**src/rtl/lstm_mem_pkg.sv**
```systemverilog
// Shared definitions for the LSTM hidden-state memory readers: FSM encoding,
// address width and the (t, n, last) tag carried alongside each streamed word.
package lstm_mem_pkg;

  localparam int ADDR_W = 12;
  localparam int T_W    = 4;

  typedef enum logic [1:0] {
    IDLE  = 2'd0,
    RUN   = 2'd1,
    DRAIN = 2'd2,
    DONE  = 2'd3
  } rd_state_e;

  typedef struct packed {
    logic [T_W-1:0]    t;
    logic [ADDR_W-1:0] n;
    logic              last;
  } beat_tag_t;

  function automatic beat_tag_t make_tag(input logic [T_W-1:0] t,
                                         input logic [ADDR_W-1:0] n,
                                         input logic last);
    beat_tag_t tag;
    tag.t    = t;
    tag.n    = n;
    tag.last = last;
    return tag;
  endfunction

endpackage

```
**src/rtl/h_mem_reader_if.sv**
```systemverilog
// Shared-memory read port plus the tagged h-value stream towards backprop.
interface h_mem_reader_if #(
  parameter int WIDTH  = 32,
  parameter int ADDR_W = 12
);
  logic        [ADDR_W-1:0]            rd_addr;
  logic                                mem_wr;
  logic signed [WIDTH-1:0]             mem_o;
  logic signed [WIDTH-1:0]             o_data;
  logic        [lstm_mem_pkg::T_W-1:0] o_t;
  logic        [ADDR_W-1:0]            o_n;
  logic                                o_last;
  logic                                o_valid;
  logic                                o_ready;

  modport master (
    output rd_addr,
    input  mem_wr,
    input  mem_o,
    output o_data,
    output o_t,
    output o_n,
    output o_last,
    output o_valid,
    input  o_ready
  );

  modport slave (
    input  rd_addr,
    output mem_wr,
    output mem_o,
    input  o_data,
    input  o_t,
    input  o_n,
    input  o_last,
    input  o_valid,
    output o_ready
  );
endinterface

```
**src/rtl/h_skid_fifo.sv**
```systemverilog
// Two-entry FIFO holding captured memory words with their tags; the head
// entry is presented directly from registers.
module h_skid_fifo #(
  parameter int WIDTH = 32,
  parameter int TAG_W = 17
) (
  input  logic             clk,
  input  logic             rst,
  input  logic             push,
  input  logic [WIDTH-1:0] push_data,
  input  logic [TAG_W-1:0] push_tag,
  input  logic             pop,
  output logic [1:0]       count,
  output logic [WIDTH-1:0] head_data,
  output logic [TAG_W-1:0] head_tag
);

  logic [1:0][WIDTH-1:0] data_q, data_d;
  logic [1:0][TAG_W-1:0] tag_q, tag_d;
  logic                  wr_ptr_q, wr_ptr_d;
  logic                  rd_ptr_q, rd_ptr_d;
  logic [1:0]            count_q, count_d;
  logic                  pop_ok_s;
  logic                  push_ok_s;

  // Next-state for storage, pointers and occupancy.
  always_comb begin
    pop_ok_s  = pop && (count_q != 2'd0);
    push_ok_s = push && ((count_q != 2'd2) || pop_ok_s);
    data_d    = data_q;
    tag_d     = tag_q;
    wr_ptr_d  = wr_ptr_q;
    rd_ptr_d  = rd_ptr_q;
    if (push_ok_s) begin
      data_d[wr_ptr_q] = push_data;
      tag_d[wr_ptr_q]  = push_tag;
      wr_ptr_d         = ~wr_ptr_q;
    end else begin
      wr_ptr_d = wr_ptr_q;
    end
    if (pop_ok_s) begin
      rd_ptr_d = ~rd_ptr_q;
    end else begin
      rd_ptr_d = rd_ptr_q;
    end
    count_d = count_q + {1'b0, push_ok_s} - {1'b0, pop_ok_s};
  end

  // FIFO state registers.
  always_ff @(posedge clk) begin
    if (rst) begin
      data_q   <= '0;
      tag_q    <= '0;
      wr_ptr_q <= 1'b0;
      rd_ptr_q <= 1'b0;
      count_q  <= 2'd0;
    end else begin
      data_q   <= data_d;
      tag_q    <= tag_d;
      wr_ptr_q <= wr_ptr_d;
      rd_ptr_q <= rd_ptr_d;
      count_q  <= count_d;
    end
  end

  assign count     = count_q;
  assign head_data = data_q[rd_ptr_q];
  assign head_tag  = tag_q[rd_ptr_q];

endmodule

```
**src/rtl/h_mem_reader.sv**
```systemverilog
// BPTT-order reader of the LSTM h memory (t high->low, n low->high) with a
// credit-limited read pipeline. Optional HREAD_STALL_CNT_EN adds stall_cnt.
module h_mem_reader
  import lstm_mem_pkg::*;
#(
  parameter int WIDTH    = 32,
  parameter int NUM_LSTM = 53,
  parameter int TIMESTEP = 7,
  parameter int ADDR_W   = lstm_mem_pkg::ADDR_W
) (
  input  logic          clk,
  input  logic          rst,
  input  logic          start,
  output logic          busy,
  output logic          done,
`ifdef HREAD_STALL_CNT_EN
  output logic [15:0]   stall_cnt,
`endif
  h_mem_reader_if.master bus
);

  localparam logic [ADDR_W-1:0] FIRST_ADDR = ADDR_W'(TIMESTEP * NUM_LSTM);
  localparam logic [ADDR_W-1:0] REWIND     = ADDR_W'(2 * NUM_LSTM - 1);
  localparam logic [ADDR_W-1:0] N_LAST     = ADDR_W'(NUM_LSTM - 1);
  localparam logic [ADDR_W-1:0] ONE_A      = ADDR_W'(1);
  localparam logic [T_W-1:0]    T_TOP      = T_W'(TIMESTEP);

  rd_state_e         state_q, state_d;
  logic [T_W-1:0]    t_q, t_d;
  logic [ADDR_W-1:0] n_q, n_d;
  logic [ADDR_W-1:0] rd_addr_q, rd_addr_d;
  logic              inflight_q, inflight_d;
  beat_tag_t         inflight_tag_q, inflight_tag_d;
  logic              busy_q, busy_d;
  logic              done_q, done_d;

  logic [1:0]        fifo_count_s;
  logic [WIDTH-1:0]  head_data_s;
  beat_tag_t         head_tag_s;
  logic              o_valid_s;
  logic              pop_s;
  logic [2:0]        occ_s;
  logic              start_ok_s;
  logic              issue_try_s;
  logic              issue_ok_s;
  logic              last_issue_s;

  // Occupancy counts the beat popped this cycle as gone, so a steady
  // stream keeps one read in flight every cycle.
  assign o_valid_s    = (fifo_count_s != 2'd0);
  assign pop_s        = o_valid_s & bus.o_ready;
  assign occ_s        = {1'b0, fifo_count_s} - {2'b00, pop_s} + {2'b00, inflight_q};
  assign start_ok_s   = (state_q == IDLE) & start;
  assign issue_try_s  = (state_q == RUN) & (occ_s < 3'd2);
  assign issue_ok_s   = issue_try_s & ~bus.mem_wr;
  assign last_issue_s = (t_q == {T_W{1'b0}}) & (n_q == N_LAST);

  // Sequencer next-state: counters, running address and read pipeline.
  always_comb begin
    state_d        = state_q;
    t_d            = t_q;
    n_d            = n_q;
    rd_addr_d      = rd_addr_q;
    inflight_d     = 1'b0;
    inflight_tag_d = inflight_tag_q;
    case (state_q)
      IDLE: begin
        if (start_ok_s) begin
          state_d   = RUN;
          t_d       = T_TOP;
          n_d       = {ADDR_W{1'b0}};
          rd_addr_d = FIRST_ADDR;
        end else begin
          state_d = IDLE;
        end
      end
      RUN: begin
        if (issue_ok_s) begin
          inflight_d     = 1'b1;
          inflight_tag_d = make_tag(t_q, n_q, last_issue_s);
          if (last_issue_s) begin
            state_d = DRAIN;
          end else if (n_q == N_LAST) begin
            n_d       = {ADDR_W{1'b0}};
            t_d       = t_q - 4'd1;
            rd_addr_d = rd_addr_q - REWIND;
          end else begin
            n_d       = n_q + ONE_A;
            rd_addr_d = rd_addr_q + ONE_A;
          end
        end else begin
          state_d = RUN;
        end
      end
      DRAIN: begin
        if (occ_s == 3'd0) begin
          state_d = DONE;
        end else begin
          state_d = DRAIN;
        end
      end
      DONE: begin
        state_d = IDLE;
      end
      default: begin
        state_d = IDLE;
      end
    endcase
    busy_d = (state_d == RUN) || (state_d == DRAIN);
    done_d = (state_d == DONE);
  end

  // Sequencer state registers.
  always_ff @(posedge clk) begin
    if (rst) begin
      state_q        <= IDLE;
      t_q            <= {T_W{1'b0}};
      n_q            <= {ADDR_W{1'b0}};
      rd_addr_q      <= {ADDR_W{1'b0}};
      inflight_q     <= 1'b0;
      inflight_tag_q <= '0;
      busy_q         <= 1'b0;
      done_q         <= 1'b0;
    end else begin
      state_q        <= state_d;
      t_q            <= t_d;
      n_q            <= n_d;
      rd_addr_q      <= rd_addr_d;
      inflight_q     <= inflight_d;
      inflight_tag_q <= inflight_tag_d;
      busy_q         <= busy_d;
      done_q         <= done_d;
    end
  end

  h_skid_fifo #(
    .WIDTH (WIDTH),
    .TAG_W ($bits(beat_tag_t))
  ) u_skid (
    .clk       (clk),
    .rst       (rst),
    .push      (inflight_q),
    .push_data (bus.mem_o),
    .push_tag  (inflight_tag_q),
    .pop       (pop_s),
    .count     (fifo_count_s),
    .head_data (head_data_s),
    .head_tag  (head_tag_s)
  );

  assign busy        = busy_q;
  assign done        = done_q;
  assign bus.rd_addr = rd_addr_q;
  assign bus.o_data  = head_data_s;
  assign bus.o_t     = head_tag_s.t;
  assign bus.o_n     = head_tag_s.n;
  assign bus.o_last  = head_tag_s.last;
  assign bus.o_valid = o_valid_s;

`ifdef HREAD_STALL_CNT_EN
  logic [15:0] stall_cnt_q, stall_cnt_d;

  // Saturating count of issue attempts lost to memory writes.
  always_comb begin
    if (start_ok_s) begin
      stall_cnt_d = 16'h0000;
    end else if (issue_try_s && bus.mem_wr && (stall_cnt_q != 16'hFFFF)) begin
      stall_cnt_d = stall_cnt_q + 16'h0001;
    end else begin
      stall_cnt_d = stall_cnt_q;
    end
  end

  // Stall counter register.
  always_ff @(posedge clk) begin
    if (rst) begin
      stall_cnt_q <= 16'h0000;
    end else begin
      stall_cnt_q <= stall_cnt_d;
    end
  end

  assign stall_cnt = stall_cnt_q;
`endif

endmodule

```
**src/flat_wrapper.sv**
```systemverilog
// flat-port wrapper written by rule: the top's interface ports become plain ports
module h_mem_reader_flat import lstm_mem_pkg::*;
#(
  parameter int WIDTH    = 32,
  parameter int NUM_LSTM = 53,
  parameter int TIMESTEP = 7,
  parameter int ADDR_W   = lstm_mem_pkg::ADDR_W
)
  (clk, rst, start, busy, done, bus_rd_addr, bus_mem_wr, bus_mem_o, bus_o_data, bus_o_t, bus_o_n, bus_o_last, bus_o_valid, bus_o_ready);
  h_mem_reader_if #(.WIDTH(WIDTH), .ADDR_W(ADDR_W)) bus_i ();
  input  logic clk;
  input  logic rst;
  input  logic start;
  output logic busy;
  output logic done;
  output wire logic [$bits(bus_i.rd_addr)-1:0] bus_rd_addr;
  input wire logic [$bits(bus_i.mem_wr)-1:0] bus_mem_wr;
  input wire logic [$bits(bus_i.mem_o)-1:0] bus_mem_o;
  output wire logic [$bits(bus_i.o_data)-1:0] bus_o_data;
  output wire logic [$bits(bus_i.o_t)-1:0] bus_o_t;
  output wire logic [$bits(bus_i.o_n)-1:0] bus_o_n;
  output wire logic [$bits(bus_i.o_last)-1:0] bus_o_last;
  output wire logic [$bits(bus_i.o_valid)-1:0] bus_o_valid;
  input wire logic [$bits(bus_i.o_ready)-1:0] bus_o_ready;
  assign bus_rd_addr = bus_i.rd_addr;
  assign bus_i.mem_wr = bus_mem_wr;
  assign bus_i.mem_o = bus_mem_o;
  assign bus_o_data = bus_i.o_data;
  assign bus_o_t = bus_i.o_t;
  assign bus_o_n = bus_i.o_n;
  assign bus_o_last = bus_i.o_last;
  assign bus_o_valid = bus_i.o_valid;
  assign bus_i.o_ready = bus_o_ready;
  h_mem_reader #(.WIDTH(WIDTH), .NUM_LSTM(NUM_LSTM), .TIMESTEP(TIMESTEP), .ADDR_W(ADDR_W)) u_core (.clk(clk), .rst(rst), .start(start), .busy(busy), .done(done), .bus(bus_i));
endmodule
```
**config.mk**
```make
export PLATFORM = sky130hd
export DESIGN_NAME = h_mem_reader_flat
export DESIGN_NICKNAME = d
export VERILOG_FILES = /design/src/rtl/lstm_mem_pkg.sv /design/src/rtl/h_mem_reader_if.sv /design/src/rtl/h_skid_fifo.sv /design/src/rtl/h_mem_reader.sv /design/src/flat_wrapper.sv
export SDC_FILE = /design/constraint.sdc
export NUM_CORES = 1
export LEC_CHECK = 0
export CORE_MARGIN = 3
export CORE_UTILIZATION = 50
export DETAILED_ROUTE_END_ITERATION = 8
export PLACE_DENSITY = 0.75
export SYNTH_ARGS = -nofsm -noshare
export SYNTH_HDL_FRONTEND = slang
export SYNTH_SLANG_ARGS = --single-unit
```
**constraint.sdc**
```tcl
create_clock -name clk -period 10.15 [get_ports clk]
set_input_delay 3.045 -clock clk [delete_from_list [all_inputs] [get_ports clk]]
set_output_delay 3.045 -clock clk [all_outputs]
set_load 0.05 [all_outputs]
```
==> results of run 1 <==
## placed cells by master, fill, tap and decap left out, types with 3 or more instances in the layout
cell type / count
sky130_fd_sc_hd__ha_1: 16
sky130_fd_sc_hd__or3_1: 8
sky130_fd_sc_hd__a2111oi_0: 4
sky130_fd_sc_hd__nand2b_1: 3
sky130_fd_sc_hd__buf_4: 3
sky130_fd_sc_hd__or4_1: 3
sky130_fd_sc_hd__a211oi_1: 4
sky130_fd_sc_hd__nand3_1: 10
sky130_fd_sc_hd__mux2_2: 50
sky130_fd_sc_hd__o21ai_0: 11
sky130_fd_sc_hd__nor2_1: 17
sky130_fd_sc_hd__xnor2_1: 9
sky130_fd_sc_hd__xor2_1: 4
sky130_fd_sc_hd__inv_1: 16
sky130_fd_sc_hd__nand2_1: 236
sky130_fd_sc_hd__clkdlybuf4s50_1: 99
sky130_fd_sc_hd__nor2b_1: 9
sky130_fd_sc_hd__and2_1: 3
sky130_fd_sc_hd__dfxtp_1: 151
sky130_fd_sc_hd__nor3_1: 4
sky130_fd_sc_hd__a21oi_1: 132
sky130_fd_sc_hd__nand4_1: 3
sky130_fd_sc_hd__nand4b_1: 3
sky130_fd_sc_hd__a21o_1: 3
sky130_fd_sc_hd__clkinv_2: 5
sky130_fd_sc_hd__clkbuf_16: 17
sky130_fd_sc_hd__bufinv_16: 4
## critical path, stage by stage
cell	delay, ns
sky130_fd_sc_hd__clkdlybuf4s50_1	0.53
sky130_fd_sc_hd__and2_1	0.21
sky130_fd_sc_hd__ha_1	0.25
sky130_fd_sc_hd__inv_1	0.06
sky130_fd_sc_hd__ha_1	0.13
sky130_fd_sc_hd__inv_1	0.05
sky130_fd_sc_hd__fa_1	0.40
sky130_fd_sc_hd__xnor2_2	0.20
sky130_fd_sc_hd__and4b_1	0.88
sky130_fd_sc_hd__a21oi_2	0.33
sky130_fd_sc_hd__or4_1	0.54
sky130_fd_sc_hd__a21oi_1	0.16
## power by group through the flow
stage          Clock [mW]  Combinational, mW  Sequential [mW]
3_3_place_gp            0              0.339            0.668
6_report            0.649              0.346            0.657
4_1_cts             0.655              0.349            0.657
2_1_floorplan           0              0.250            0.674
3_5_place_dp            0              0.346            0.669
5_1_grt             0.680              0.376            0.662
## flip-flops by register name, indices dropped and copies added, names as in the netlist
signal                  cells
u_core.done                 1
u_core.u_skid.wr_ptr_q      1
u_core.state_q              2
u_core.u_skid.data_q       64
u_core.busy                 1
u_core.inflight_q           1
u_core.bus.rd_addr         12
u_core.u_skid.rd_ptr_q      1
u_core.inflight_tag_q      17
u_core.t_q                  4
u_core.n_q                 12
u_core.u_skid.count         2
u_core.u_skid.tag_q        34
## final cells by class
type                       count  area share, %
clock buffer                  19           5.41
clock inverter                10           1.82
inverter                      18          0.808
multi-input combinational    580           40.9
sequential                   152           36.4
tap                          172           2.57
timing repair buffer         102           12.1
## layer usage
layer	wire length, µm	up-vias
met5	0	-
met4	206	0
met3	823	22
met2	8260	153
met1	7030	2812
li1	-	2847
## stage by stage
step | power (mW) | instance area [µm²] | setup WS [ns] | std cells
floorplan | 0.924 | 6760 | 4.81 | 805
detailed placement | 1.02 | 7760 | 3.30 | 1024
global route | 1.72 | 8370 | 3.46 | 1053
global placement | 1.01 | 7760 | 3.46 | 1024
finish | 1.65 | 8370 | 3.70 | 1053
CTS | 1.66 | 8370 | 3.71 | 1053
## worst min path at each step
stage	slack [ns]	start	end	cells past startpoint
2_1_floorplan	0.43	u_core.u_skid.data_q[32]$_SDFFE_PP0P_	u_core.u_skid.data_q[32]$_SDFFE_PP0P_	2
3_3_place_gp	0.44	u_core.u_skid.data_q[39]$_SDFFE_PP0P_	u_core.u_skid.data_q[39]$_SDFFE_PP0P_	2
3_5_place_dp	0.44	u_core.u_skid.data_q[0]$_SDFFE_PP0P_	u_core.u_skid.data_q[0]$_SDFFE_PP0P_	2
4_1_cts	0.45	u_core.u_skid.tag_q[16]$_SDFFE_PP0P_	u_core.u_skid.tag_q[16]$_SDFFE_PP0P_	2
5_1_grt	0.47	u_core.u_skid.data_q[20]$_SDFFE_PP0P_	u_core.u_skid.data_q[20]$_SDFFE_PP0P_	2
6_report	0.45	u_core.u_skid.data_q[57]$_SDFFE_PP0P_	u_core.u_skid.data_q[57]$_SDFFE_PP0P_	2
## logic make-up after synthesis
| kind of cell | after synthesis |
|---|---|
| and+or+nand+nor | 318 |
| xor gates and xnor gates | 14 |
| DFF | 152 |
| muxes | 51 |
| buffers and inverters | 73 |
| adders and majority gates | 18 |
| AOI/OAI and AO/OA | 179 |
==> results.py, run 1 <==
metrics = {
    "power_and_ir_drop": {
        "combinationalPowerShare_pct": 21.0,
        "p_int_mw": 1.17,
        "pwr_dens_mw_per_mm2": 198,
        "leakagePower_nw": 2.93,
        "power.switching_fraction_pct": 29.1,
        "vdd.ir_drop.worst_mv": 0.0995,
        "power.sequential.fraction_pct": 39.8,
        "netSwitchingPower_mw": 0.481,
        "p_clk_share_pct": 39.3,
    },
    "cts": {
        "clock_tree_from_tritoncts": "built",
        "tritoncts.num_buffers": 17,
        "cts_root_buffer": "sky130_fd_sc_hd__clkbuf_16",
        "post_cts_hold_buffer_count": 0,
        "clock_tree.htree_level_count": 4,
        "clock_path_buffers": 2,
        "cts_post_setup_buffers_inserted": 0,
        "cts.sinks": 152,
        "clk_latency_ns": 0.41,
        "clkSlewWorstSetupHoldPaths_ns": 0.06,
        "post_cts_resize_count": 0,
    },
    "logic_synthesis": {
        "synth_commonest_cells": "sky130_fd_sc_hd__nand2_1 (236), sky130_fd_sc_hd__dfxtp_1 (152), sky130_fd_sc_hd__a21oi_1 (132), sky130_fd_sc_hd__mux2_2 (50), sky130_fd_sc_hd__clkbuf_1 (30)",
        "muxShareOfSynthArea_pct": 8.48,
        "synth_top_cells_by_area": "sky130_fd_sc_hd__dfxtp_1 (45%), sky130_fd_sc_hd__nand2_1 (13%), sky130_fd_sc_hd__a21oi_1 (9.8%)",
        "synth_xor_xnor_area_share_pct": 1.93,
        "synthesis.nets": 860,
        "netlist-cell-type-count": 63,
        "synthCells": 805,
        "synth_most_common_cell": "sky130_fd_sc_hd__nand2_1",
        "yosys_register_bits": 152,
        "ys_seq_area_share_pct": 45.0,
        "synthDominantCellAreaShare_pct": 45.0,
        "post_synth_and_or_nand_nor_area_fraction_pct": 21.0,
        "netlist.top_cell.by_area": "sky130_fd_sc_hd__dfxtp_1",
        "mappedNetlistArea_mm2": 0.00676,
        "synth_ff_type": "sky130_fd_sc_hd__dfxtp_1",
        "main_combinational_cell_family_by_area_after_synthesis": "simple AND/OR/NAND/NOR gates",
        "post_synth_fa_ha_maj_area_fraction_pct": 3.56,
        "number_of_flops_mapped_to_enable_cells_by_yosys": 0,
        "synth_async_sr_flop_share_pct": 0,
        "synth-compound-area-share_pct": 15.4,
        "syn_avg_cell_area_um2": 8.39,
        "synth.yosys.warnings": 0,
    },
    "detailed_routing": {
        "wl_um": 16300,
        "route.detailed.wl_per_inst_um": 15.5,
        "drt.antenna.violating_nets": 0,
        "route.detailed.vias_per_inst": 5.54,
        "detailedRoute.firstPassIterationCount": 5,
        "drc_errors": 0,
        "detailroute.via_count": 5834,
        "initialDrtViolationCount": 436,
    },
    "finish": {
        "drive_gt1_share_pct": 11.8,
        "antenna-diode-count": 0,
        "layout.nets": 926,
        "synthToLayoutAreaGrowth_pct": 23.8,
        "seqCellArea_mm2": 0.00304,
        "nFillCells": 1074,
        "multi_input_area_mm2": 0.00342,
        "post-route-util_pct": 64.7,
    },
    "place": {
        "number_of_port_buffers": 100,
        "gp_routability_congestion": 0.808,
        "detailedPlacementHpwl_um": 10300,
    },
    "floorplanning": {
        "io_pins": 101,
        "die_x_um": 122,
        "initial_util_pct": 52.3,
        "placementRows": 41,
        "die_h_um": 122,
        "die-area_mm2": 0.0149,
        "core-area_mm2": 0.0129,
    },
    "timing": {
        "final_setup_violation_count": 0,
        "grt_setup_unrepaired": "false",
        "hold_viol": 0,
        "highest_achievable_clock_rate_ghz": 0.155,
        "max_slew.worst_pin.slew_ns": 1.24,
        "final.period_utilization_pct": 63.6,
        "finalWorstPathRequiredPeriod_ns": 6.45,
        "timing.final.max_slew_violations": 0,
        "hold-worst-slack_ns": 0.449,
        "max_transition_margin_pct": 17.0,
        "fin_skew_ns": 0.00366,
        "timing.setup.tns_ns": 0,
    },
    "global_routing": {
        "global_route.peak_usage_layer": "met2",
        "globalRouteMet1Util_pct": 27.1,
        "global_route.overflow_total": 0,
        "globalRouteMet3Util_pct": 4.01,
        "grtUsageTotal_pct": 22.0,
        "grt_max_degree": 77,
        "antenna_found_initial": 0,
        "first_pass_grt_wire_length_um": 26900,
        "vias_in_the_first_global_route": 5807,
        "groute.layer.met2.usage_pct": 39.1,
    },
    "worst_setup_path": {
        "worstSetupEndpoint": "u_core.n_q[5]$_SDFFE_PP0P_",
        "setup_slack_on_the_worst_flop_to_flop_path_ns": 6.08,
        "regToRegStartpoint": "u_core.u_skid.count[1]$_SDFF_PP0_",
        "reg2regPathDepth": 12,
        "start_kind": "input pin",
        "regToRegEndpoint": "u_core.n_q[5]$_SDFFE_PP0P_",
        "criticalPathCategory": "input pin to flip-flop",
        "worstSetupStartpoint": "bus_o_ready",
        "critical_path.endpoint_type": "flip-flop",
        "critical_path_arrival_ns": 6.79,
        "critPathRequiredTime_ns": 10.49,
        "path_max_fanout": 25,
    },
    "flow_run": {
        "timing.max_cap.violations": 0,
    },
    "outcome": {
        "outcome": "finished clean",
    },
    "hold_path": {
        "holdCritPathClass": "flip-flop to flip-flop",
    },
}
No activity file was read; power rests on OpenSTA's default activity.
==> run 2: changes to the inputs <==
==> constraint.sdc (replaced) <==
create_clock -name clk -period 6.3 [get_ports clk]
set_input_delay 1.89 -clock clk [delete_from_list [all_inputs] [get_ports clk]]
set_output_delay 1.89 -clock clk [all_outputs]
set_load 0.05 [all_outputs]
==> results.py, run 2 (synthesis gave the netlist of run 1 again) <==
metrics = {
    "outcome": {
        "outcome": "finished clean",
    },
    "global_routing": {
        "vias_in_the_first_global_route": 5610,
        "global_route.overflow_total": 0,
        "grtUsageTotal_pct": 21.6,
        "grt_max_degree": 80,
        "antenna_found_initial": 0,
        "first_pass_grt_wire_length_um": 26200,
    },
    "timing": {
        "fin_skew_ns": 0.00549,
        "timing.final.max_slew_violations": 0,
        "highest_achievable_clock_rate_ghz": 0.210,
        "final_setup_violation_count": 0,
        "max_slew.worst_pin.slew_ns": 1.24,
        "finalWorstPathRequiredPeriod_ns": 4.76,
        "max_transition_margin_pct": 16.8,
        "grt_setup_unrepaired": "false",
        "hold-worst-slack_ns": 0.450,
        "timing.setup.tns_ns": 0,
        "final.period_utilization_pct": 75.5,
        "hold_viol": 0,
    },
    "detailed_routing": {
        "drt.antenna.violating_nets": 0,
        "drc_errors": 0,
        "detailroute.wirelength.met3_um": 809,
        "route.detailed.wl_per_inst_um": 15.3,
        "detailedRoute.firstPassIterationCount": 5,
        "route.detailed.vias_per_inst": 5.54,
        "topRoutingLayerUsed": "met4",
        "detailroute.via_count": 5853,
        "met1Wirelength_um": 7060,
        "wl_um": 16200,
        "wl_met2_um": 8080,
        "initialDrtViolationCount": 474,
    },
    "place": {
        "detailedPlacementHpwl_um": 10200,
        "numPlacedInstances": 1026,
        "number_of_port_buffers": 100,
        "gp_routability_congestion": 0.864,
        "place_area_mm2": 0.00778,
    },
    "worst_setup_path": {
        "start_kind": "flip-flop",
        "regToRegStartpoint": "u_core.u_skid.count[1]$_SDFF_PP0_",
        "crit_path_top_delay_cell": "sky130_fd_sc_hd__dfxtp_2",
        "critical_path_buf_inv_count": 2,
        "timing.critical_path.depth": 3,
        "timing.critical_path.cells": "buf_4, mux2_2, clkdlybuf4s50_1",
        "reg2regPathDepth": 13,
        "path_max_fanout": 38,
        "critical-path-top-delay-family": "buffers and inverters",
        "critical_path_arrival_ns": 2.87,
        "criticalPathCategory": "flip-flop to primary output",
        "critical_path.endpoint_type": "primary output",
        "worstSetupStartpoint": "u_core.u_skid.rd_ptr_q$_SDFFE_PP0P_",
        "critPathRequiredTime_ns": 4.41,
        "setup_slack_on_the_worst_flop_to_flop_path_ns": 2.78,
        "worstSetupEndpoint": "bus_o_data[3]",
        "regToRegEndpoint": "u_core.n_q[11]$_SDFFE_PP0P_",
        "crit_path_max_incr_delay_ns": 0.97,
    },
    "cts": {
        "post_cts_hold_buffer_count": 0,
        "tritoncts.num_buffers": 17,
        "clock_path_buffers": 2,
        "cts.sinks": 152,
        "post_cts_resize_count": 0,
        "cts_root_buffer": "sky130_fd_sc_hd__clkbuf_16",
        "clock_tree.htree_level_count": 4,
        "cts_post_setup_buffers_inserted": 0,
        "clkSlewWorstSetupHoldPaths_ns": 0.06,
        "clk_latency_ns": 0.42,
        "clock_tree_from_tritoncts": "built",
    },
    "floorplanning": {
        "io_pins": 101,
        "placementRows": 41,
        "die_h_um": 122,
        "initial_util_pct": 52.3,
        "die-area_mm2": 0.0149,
        "core-area_mm2": 0.0129,
        "die_x_um": 122,
    },
    "power_and_ir_drop": {
        "vdd.ir_drop.worst_mv": 0.161,
        "pwr_dens_mw_per_mm2": 316,
        "leakagePower_nw": 2.94,
    },
    "finish": {
        "finish.instance_area_mm2": 0.00836,
        "largest_register_by_flop_count": "u_core.u_skid.data_q",
        "synthToLayoutAreaGrowth_pct": 23.8,
        "layout.nets": 928,
        "post-route-util_pct": 64.7,
        "largest_register_ffs": 64,
        "antenna-diode-count": 0,
        "layoutNonFillerInstCount": 1057,
        "most-common-layout-cells": "sky130_fd_sc_hd__nand2_1 (236), sky130_fd_sc_hd__dfxtp_1 (151), sky130_fd_sc_hd__a21oi_1 (132)",
        "largestRegisters": "u_core.u_skid.data_q: 64 flops, u_core.u_skid.tag_q: 34 flops, u_core.inflight_tag_q: 17 flops",
        "drive_gt1_share_pct": 11.9,
        "layout_commonest_cell": "sky130_fd_sc_hd__nand2_1",
    },
    "flow_run": {
        "timing.max_cap.violations": 0,
    },
    "hold_path": {
        "timing.hold.worst_path_depth": 2,
        "holdCritPathClass": "flip-flop to flip-flop",
    },
}
-- run 2: how the worst min path moves through the flow --
| stage | startpoint | to | slack [ns] |
|---|---|---|---|
| floorplan | u_core.u_skid.data_q[32]$_SDFFE_PP0P_ | u_core.u_skid.data_q[32]$_SDFFE_PP0P_ | 0.43 |
| global placement | u_core.u_skid.data_q[62]$_SDFFE_PP0P_ | u_core.u_skid.data_q[62]$_SDFFE_PP0P_ | 0.44 |
| detailed placement | u_core.u_skid.tag_q[33]$_SDFFE_PP0P_ | u_core.u_skid.tag_q[33]$_SDFFE_PP0P_ | 0.44 |
| CTS | u_core.u_skid.tag_q[33]$_SDFFE_PP0P_ | u_core.u_skid.tag_q[33]$_SDFFE_PP0P_ | 0.45 |
| global route | u_core.u_skid.data_q[58]$_SDFFE_PP0P_ | u_core.u_skid.data_q[58]$_SDFFE_PP0P_ | 0.47 |
| finish | u_core.u_skid.tag_q[1]$_SDFFE_PP0P_ | u_core.u_skid.tag_q[1]$_SDFFE_PP0P_ | 0.45 |
-- run 2: stage by stage --
stage,worst slack (ns),power [mW]
3_5_place_dp,1.11,1.64
3_3_place_gp,1.22,1.63
4_1_cts,1.53,2.66
2_1_floorplan,2.12,1.49
6_report,1.54,2.64
5_1_grt,1.35,2.75
-- run 2: metal layers --
metal / track usage, % / up-vias
li1: - / 2858
met1: 27.0 / 2817
met2: 37.2 / 151
met3: 4.65 / 27
met4: 7.21 / 0
met5: 0 / -
-- run 2: power by group --
group          total (mW)  internal [mW]  leakage [nW]  switching, mW
clock                1.02          0.638         0.293          0.377
sequential           1.08           1.01          1.23         0.0765
combinational       0.540          0.213          1.41          0.327
-- run 2: worst register-to-register path, delay by kind of cell, from the launching register on --
kind / cells / cell delay [ns]
buf+inv: 3 / 0.39
simple gates: 5 / 1.44
xor+xnor: 1 / 0.21
compound gates: 1 / 0.13
flops: 1 / 0.40
fa+ha+maj: 3 / 0.82
-- run 2: cell type report --
type	count	area, µm²
well taps	172	215
clock inverters	9	124
inverters	18	67.6
multi-input cells	580	3420
clock buffers	22	464
repair buffers	104	1030
fillers	1061	4560
flip-flops and latches	152	3040
